$ cat src/rtl/otter_pkg.sv
// otter_pkg: shared types and constants for the OTTER front end.
//   opcode_t       - RV32I major opcodes (instruction bits [6:0])
//   NOP_INSTR      - addi x0, x0, 0; presented to decode when nothing is valid
//   fetch_state_t  - fetch control states
//   fetch_entry_t  - one buffered fetch: instruction word plus its PC tag
package otter_pkg;

    typedef enum logic [6:0] {
        OpLui    = 7'b0110111,
        OpAuipc  = 7'b0010111,
        OpJal    = 7'b1101111,
        OpJalr   = 7'b1100111,
        OpBranch = 7'b1100011,
        OpLoad   = 7'b0000011,
        OpStore  = 7'b0100011,
        OpImm    = 7'b0010011,
        OpReg    = 7'b0110011,
        OpSystem = 7'b1110011
    } opcode_t;

    localparam logic [31:0] NOP_INSTR = 32'h0000_0013;

    typedef enum logic [1:0] {
        BOOT,
        RUN,
        HALTED
    } fetch_state_t;

    typedef struct packed {
        logic [31:0] ir;
        logic [31:0] pc;
    } fetch_entry_t;

endpackage

$ cat src/rtl/fetch_fifo.sv
// fetch_fifo: circular buffer of fetch_entry_t with wrap-around pointers.
//   clk_i, rst_ni  - clock, asynchronous active-low reset
//   clear_i        - drop all entries; overrides push_i and pop_i
//   push_i         - write push_data_i at the tail
//   pop_i          - remove the head (ignored when empty)
//   head_o         - current head entry (meaningful only when count_o != 0)
//   count_o        - occupancy, 0..DEPTH
module fetch_fifo
    import otter_pkg::*;
#(
    parameter int unsigned DEPTH = 4,
    parameter int unsigned CW    = $clog2(DEPTH + 1)
) (
    input  logic          clk_i,
    input  logic          rst_ni,
    input  logic          clear_i,
    input  logic          push_i,
    input  fetch_entry_t  push_data_i,
    input  logic          pop_i,
    output fetch_entry_t  head_o,
    output logic [CW-1:0] count_o
);

    localparam int unsigned AW = $clog2(DEPTH);

    fetch_entry_t  mem_q [DEPTH];
    logic [AW-1:0] wptr_q, wptr_d;
    logic [AW-1:0] rptr_q, rptr_d;
    logic [CW-1:0] count_q, count_d;
    logic          do_push;
    logic          do_pop;

    always_comb begin
        do_push = push_i & ~clear_i;
        do_pop  = pop_i & ~clear_i & (count_q != '0);
        wptr_d  = wptr_q;
        rptr_d  = rptr_q;
        count_d = count_q;
        if (clear_i) begin
            wptr_d  = '0;
            rptr_d  = '0;
            count_d = '0;
        end else begin
            // DEPTH is a power of two, so pointer overflow is the wrap.
            if (do_push) wptr_d = wptr_q + AW'(1);
            if (do_pop)  rptr_d = rptr_q + AW'(1);
            count_d = count_q + CW'(do_push) - CW'(do_pop);
        end
    end

    always_ff @(posedge clk_i or negedge rst_ni) begin
        if (!rst_ni) begin
            wptr_q  <= '0;
            rptr_q  <= '0;
            count_q <= '0;
            for (int i = 0; i < int'(DEPTH); i++) begin
                mem_q[i] <= '0;
            end
        end else begin
            wptr_q  <= wptr_d;
            rptr_q  <= rptr_d;
            count_q <= count_d;
            if (do_push) mem_q[wptr_q] <= push_data_i;
        end
    end

    assign head_o  = mem_q[rptr_q];
    assign count_o = count_q;

    // The upstream credit check must never let a push hit a full buffer.
    a_no_push_when_full : assert property (
        @(posedge clk_i) disable iff (!rst_ni)
        (push_i && !clear_i) |-> (count_q != CW'(DEPTH))
    );

endmodule

$ cat src/rtl/otter_fetch_queue.sv
// otter_fetch_queue: OTTER instruction-fetch front end feeding decode.
//   CLK, RST             - clock, asynchronous active-low reset
//   IMEM_RDEN/IMEM_ADDR  - word read request to instruction memory
//   IMEM_DOUT            - read data, returned one cycle after IMEM_RDEN
//   REDIRECT/REDIRECT_PC - execute-stage PC redirect; flushes all stale work
//   HALT                 - stop issuing new fetches; buffered entries still drain
//   DE_READY             - decode takes the head entry this cycle
//   IF_VALID/IF_IR/IF_PC/IF_PC_INC - head entry (NOP/zero when empty)
//   FQ_COUNT             - number of buffered entries
module otter_fetch_queue
    import otter_pkg::*;
#(
    parameter int unsigned DEPTH     = 4,
    parameter logic [31:0] RESET_VEC = 32'h0000_0000,
    parameter int unsigned CW        = $clog2(DEPTH + 1)
) (
    input  logic          CLK,
    input  logic          RST,
    output logic          IMEM_RDEN,
    output logic [13:0]   IMEM_ADDR,
    input  logic [31:0]   IMEM_DOUT,
    input  logic          REDIRECT,
    input  logic [31:0]   REDIRECT_PC,
    input  logic          HALT,
    input  logic          DE_READY,
    output logic          IF_VALID,
    output logic [31:0]   IF_IR,
    output logic [31:0]   IF_PC,
    output logic [31:0]   IF_PC_INC,
    output logic [CW-1:0] FQ_COUNT
);

    fetch_state_t  state_q, state_d;
    logic [31:0]   fetch_pc_q, fetch_pc_d;
    logic          rsp_valid_q, rsp_valid_d;
    logic [31:0]   rsp_pc_q, rsp_pc_d;

    logic [CW-1:0] fifo_count;
    fetch_entry_t  fifo_head;
    fetch_entry_t  push_entry;
    logic          push;
    logic          pop;
    logic          credit_ok;
    logic [CW:0]   occupancy;
    logic          unused_redirect_lsb;

    assign unused_redirect_lsb = ^REDIRECT_PC[1:0];

    // Reserve a slot for the word already in flight so a response always
    // has room; the check uses the pre-pop count.
    assign occupancy = {1'b0, fifo_count} + {{CW{1'b0}}, rsp_valid_q};
    assign credit_ok = occupancy < (CW + 1)'(DEPTH);

    assign IMEM_RDEN = (state_q == RUN) & ~REDIRECT & credit_ok;
    assign IMEM_ADDR = fetch_pc_q[15:2];

    always_comb begin
        state_d = state_q;
        unique case (state_q)
            BOOT:    state_d = RUN;
            RUN:     if (HALT) state_d = HALTED;
            HALTED:  if (!HALT) state_d = RUN;
            default: state_d = BOOT;
        endcase
    end

    always_comb begin
        fetch_pc_d  = fetch_pc_q;
        rsp_valid_d = 1'b0;
        rsp_pc_d    = rsp_pc_q;
        if (REDIRECT) begin
            // Drops the in-flight word along with the buffered entries.
            fetch_pc_d = {REDIRECT_PC[31:2], 2'b00};
        end else if (IMEM_RDEN) begin
            fetch_pc_d  = fetch_pc_q + 32'd4;
            rsp_valid_d = 1'b1;
            rsp_pc_d    = fetch_pc_q;
        end
    end

    always_ff @(posedge CLK or negedge RST) begin
        if (!RST) begin
            state_q     <= BOOT;
            fetch_pc_q  <= RESET_VEC;
            rsp_valid_q <= 1'b0;
            rsp_pc_q    <= '0;
        end else begin
            state_q     <= state_d;
            fetch_pc_q  <= fetch_pc_d;
            rsp_valid_q <= rsp_valid_d;
            rsp_pc_q    <= rsp_pc_d;
        end
    end

    assign push       = rsp_valid_q & ~REDIRECT;
    assign pop        = IF_VALID & DE_READY & ~REDIRECT;
    assign push_entry = '{ir: IMEM_DOUT, pc: rsp_pc_q};

    fetch_fifo #(
        .DEPTH (DEPTH),
        .CW    (CW)
    ) u_fifo (
        .clk_i       (CLK),
        .rst_ni      (RST),
        .clear_i     (REDIRECT),
        .push_i      (push),
        .push_data_i (push_entry),
        .pop_i       (pop),
        .head_o      (fifo_head),
        .count_o     (fifo_count)
    );

    always_comb begin
        IF_VALID  = fifo_count != '0;
        IF_IR     = NOP_INSTR;
        IF_PC     = '0;
        IF_PC_INC = '0;
        if (IF_VALID) begin
            IF_IR     = fifo_head.ir;
            IF_PC     = fifo_head.pc;
            IF_PC_INC = fifo_head.pc + 32'd4;
        end
    end

    assign FQ_COUNT = fifo_count;

endmodule
$ cat config.mk
export PLATFORM = sky130hd
export DESIGN_NAME = otter_fetch_queue
export DESIGN_NICKNAME = d
export VERILOG_FILES = /design/src/rtl/otter_pkg.sv /design/src/rtl/fetch_fifo.sv /design/src/rtl/otter_fetch_queue.sv
export SDC_FILE = /design/constraint.sdc
export NUM_CORES = 1
export LEC_CHECK = 0
export ABC_AREA = 1
export BUFFER_PORTS_ARGS = -buffer_cell sky130_fd_sc_hd__buf_2
export CAP_MARGIN = 30
export CORE_ASPECT_RATIO = 1.5
export CORE_MARGIN = 2
export CORE_UTILIZATION = 45
export CTS_BUF_LIST = sky130_fd_sc_hd__clkbuf_8 sky130_fd_sc_hd__clkbuf_16
export CTS_CLUSTER_DIAMETER = 50
export CTS_CLUSTER_SIZE = 12
export DETAILED_ROUTE_END_ITERATION = 7
export PLACE_DENSITY_LB_ADDON = 0.12
export SYNTH_ARGS = -nofsm -noshare
export SYNTH_HDL_FRONTEND = slang
export SYNTH_SLANG_ARGS = --single-unit
$ cat constraint.sdc
create_clock -name CLK -period 2.31 [get_ports CLK]
set_input_delay 0.1155 -clock CLK [delete_from_list [all_inputs] [get_ports CLK]]
set_output_delay 0.1155 -clock CLK [all_outputs]
set_load 0.03 [all_outputs]
==> impl_results.md <==
* Iter 0 DRT Violations at 1094
* Crit path largest cell delay at 0.49 ns
* Total CTS buffers at 31
* Clock root buffer: clkbuf_16
* Critical Path Fanout Max at 8
* Worst path required time at 2.19 ns
* Post-detail-place hpwl at 31730 µm
* Via Count at 15.67k
* Mapped Area at 16360 µm²
* Hold Path Class: input pin to async pin
* Slew @ Worst Pin at 0.6119 ns
* Final hold violations at 0
* Area Growth Syn to Fin at 36.87%
* Most frequent cell after synthesis: nand2_1
* Placed Area at 18240 µm²
* Final setup viols at 61
* Tmin final at 2.814 ns
* Routability cong. at 0.8960
* Post-Route Skew at 0.01882 ns
* DR pass1 iterations at 7
* Critical path type: flop to primary output
* Crit path arrival time at 2.70 ns
* Vias in the first global route at 15.59k
* Clk Latency, worst-skew pair at 0.58 ns
* Critical Path Sink Type: primary output
* Die W at 159.7 µm
* Master of the slowest instance on the critical path: dfrtp_4
* Gr usage total at 26.64%
* Clock Power Share at 16.7%
* Maxcap violations at 0
* Yosys reg bits at 318
* Die Ht at 237.5 µm
* Switching Power at 0.01172 W
* Post-DR vias/cell at 5.223
* Sequential-to-total area share from yosys stat at 48.64%
* CTS H-tree depth at 1
* Layout cell share with drive strength beyond 1 at 26.25%
* Antenna cells at 0
* Rel. slew slack at 59.21%
* Initial core utilization at 45.65%
* Synth Warn # at 0
* Post-synth EDFFs at 0
* Synth Area per Inst at 7.400 µm²
* Post-route ant nets at 0
* Post-synth top area share at 48.64%
* Reg-to-reg slack, setup at 0.15 ns
* Fill cells at 3175
* Final worst-path cycle share at 121.8%
* Synth Instances at 2211
* Net count, final at 2596
* Clock Path Buffers at 3
* Synth area leader: dfrtp_1
* Final Cell Area at 22400 µm²
* Global-route wire length before repair at 81080 µm
* Clock transition at path regs at 0.06 ns
* Initial antenna violation count at 0
* Commonest register cell after synthesis: dfrtp_1
* Max-slew violation count at 0
* RSZ-0062 raised after global routing: yes
* Core area at 35840 µm²
* Worst setup margin at -0.5040 ns
* Run status: finished, violations left
* Peak VDD IR at 0.7827 mV
* Ports at 184
* GRT overflow at 0
* Leakage power at 10.63 nW
* Pwr per Cell Area at 1197 nW/µm²
* Synth area leaders: dfrtp_1 (49%), nand2_1 (17%), o21ai_0 (11%), nor2_1 (5.8%), inv_1 (3.2%)
* Most frequent cells after synthesis: nand2_1 (729), o21ai_0 (367), dfrtp_1 (318), nor2_1 (255), inv_1 (141)
* Internal cell power at 0.01507 W
* # rows at 85
* Largest net degree at the start of global routing at 99
* CTS tree: done
* Failing checks: negative setup slack
* Fmax at 355.4 MHz
* Synth async-reset ratio at 100.0%
* Post-Route WL at 51770 µm
* Sw Ratio at 43.74%
* Logic pwr share at 52.4%
* Top delay family on crit path: simple AND/OR/NAND/NOR gates
* Die area at 37930 µm²
* CP bufs+invs at 6
* Seq pwr share at 30.9%
* CP Cell Sequence: clkinv_8, buf_12, buf_16, buf_12, nand2_4, nand3_2, nand2_2, nand2_2, nor2_4, nand2_4, nor2_4, buf_6, nand3_2, nand2_2, nor2_4, buf_6
* DRC Markers at 0
* Crit path launch type: flop
* Synth unique cells at 36
* DR WL/cell at 17.26 µm
* Port-buffer cells at 177
* Number of clock sinks at 318
* Place WS at -0.1428 ns
-- metrics by stage --
stage               setup TNS (ns)  hold WS, ns  util [%]  total power (W)  instances
finish                      -21.19       0.1099     62.49          0.02680       3000
global route                -27.47       0.1561     62.49          0.02846       3000
CTS                         -19.37       0.1159     58.80          0.02506       2976
detailed placement         -0.7540       0.1243     50.90          0.01843       2838
global placement           -0.3866       0.1243     50.90          0.01825       2838
floorplan                        0      -0.1801         -          0.01481       2214
-- power by group through the flow --
stage / clock network (W) / logic, W / registers [W]
2_1_floorplan: 0 / 0.00688 / 0.00793
3_3_place_gp: 0 / 0.0101 / 0.00820
3_5_place_dp: 0 / 0.0102 / 0.00824
4_1_cts: 0.00454 / 0.0123 / 0.00818
5_1_grt: 0.00476 / 0.0152 / 0.00846
6_report: 0.00446 / 0.0141 / 0.00828
-- per-layer routing --
layer / routed length, µm / track usage (%) / vias up
met4: 2313 / 11.27 / 0
met1: 20180 / 31.04 / 7485
met2: 26980 / 49.56 / 422
met5: 0 / 0 / -
met3: 2291 / 2.739 / 121
li1: - / - / 7640
-- kinds of logic after synthesis --
kind of cell	share of synthesized area, %
other	0.02292
AO/OA/AOI/OAI	14.23
buffers and inverters	7.869
flip-flops	48.63
AND/OR/NAND/NOR	27.09
adder cells (fa/ha/maj)	0.8106
XOR/XNOR	1.338
-- layout by cell type (no fill, tap or decap), types with 66 or more instances in the layout --
cell / instances
o21ai_0: 306
inv_1: 137
nand2_1: 635
nand3_1: 74
dfrtp_1: 315
nand2_2: 76
buf_4: 131
buf_2: 95
dlygate4sd3_1: 66
nor2_1: 205
-- registers in the layout (all words and copies together) (netlist names) --
| register | cells |
|---|---|
| u_fifo.mem_q | 248 |
| fetch_pc_q | 30 |
| rsp_pc_q | 30 |
| u_fifo.count_o | 3 |
| state_q | 2 |
| u_fifo.rptr_q | 2 |
| u_fifo.wptr_q | 2 |
| rsp_valid_q | 1 |
-- what timing repair did --
item / 4_1_cts / 5_1_grt
gates resized for setup: 285 / 316
hold buffers: 66 / 0
buffers inserted: 21 / 23
pin swaps: 54 / 121
cloned: 13 / 7
hold endpoints to repair: 308 / 0
endpoints found under the setup margin: 73 / 85
-- final cells by class --
class,count,area [µm²],share of cell area (%)
repair buffers,412,4069,18.17
inverters,144,559.3,2.497
multi-input cells,1610,8383,37.43
well taps,478,598.1,2.671
flip-flops and latches,318,7964,35.56
clock inverters,6,32.53,0.1453
clock buffers,32,789.5,3.525
-- worst paths after layout --
path	from	end	cells past startpoint
worst max-delay path	u_fifo.rptr_q[0]	IF_PC_INC[28]	16
worst min-delay path	RST	u_fifo.mem_q[59]	2
worst max register to register	u_fifo.rptr_q[0]	u_fifo.rptr_q[0]	11
worst min register to register	u_fifo.mem_q[24]	u_fifo.mem_q[24]	2
max in group asynchronous	RST	u_fifo.mem_q[171]	3
min in group CLK	REDIRECT_PC[5]	fetch_pc_q[5]	4
(Power assumes the default switching activity.)
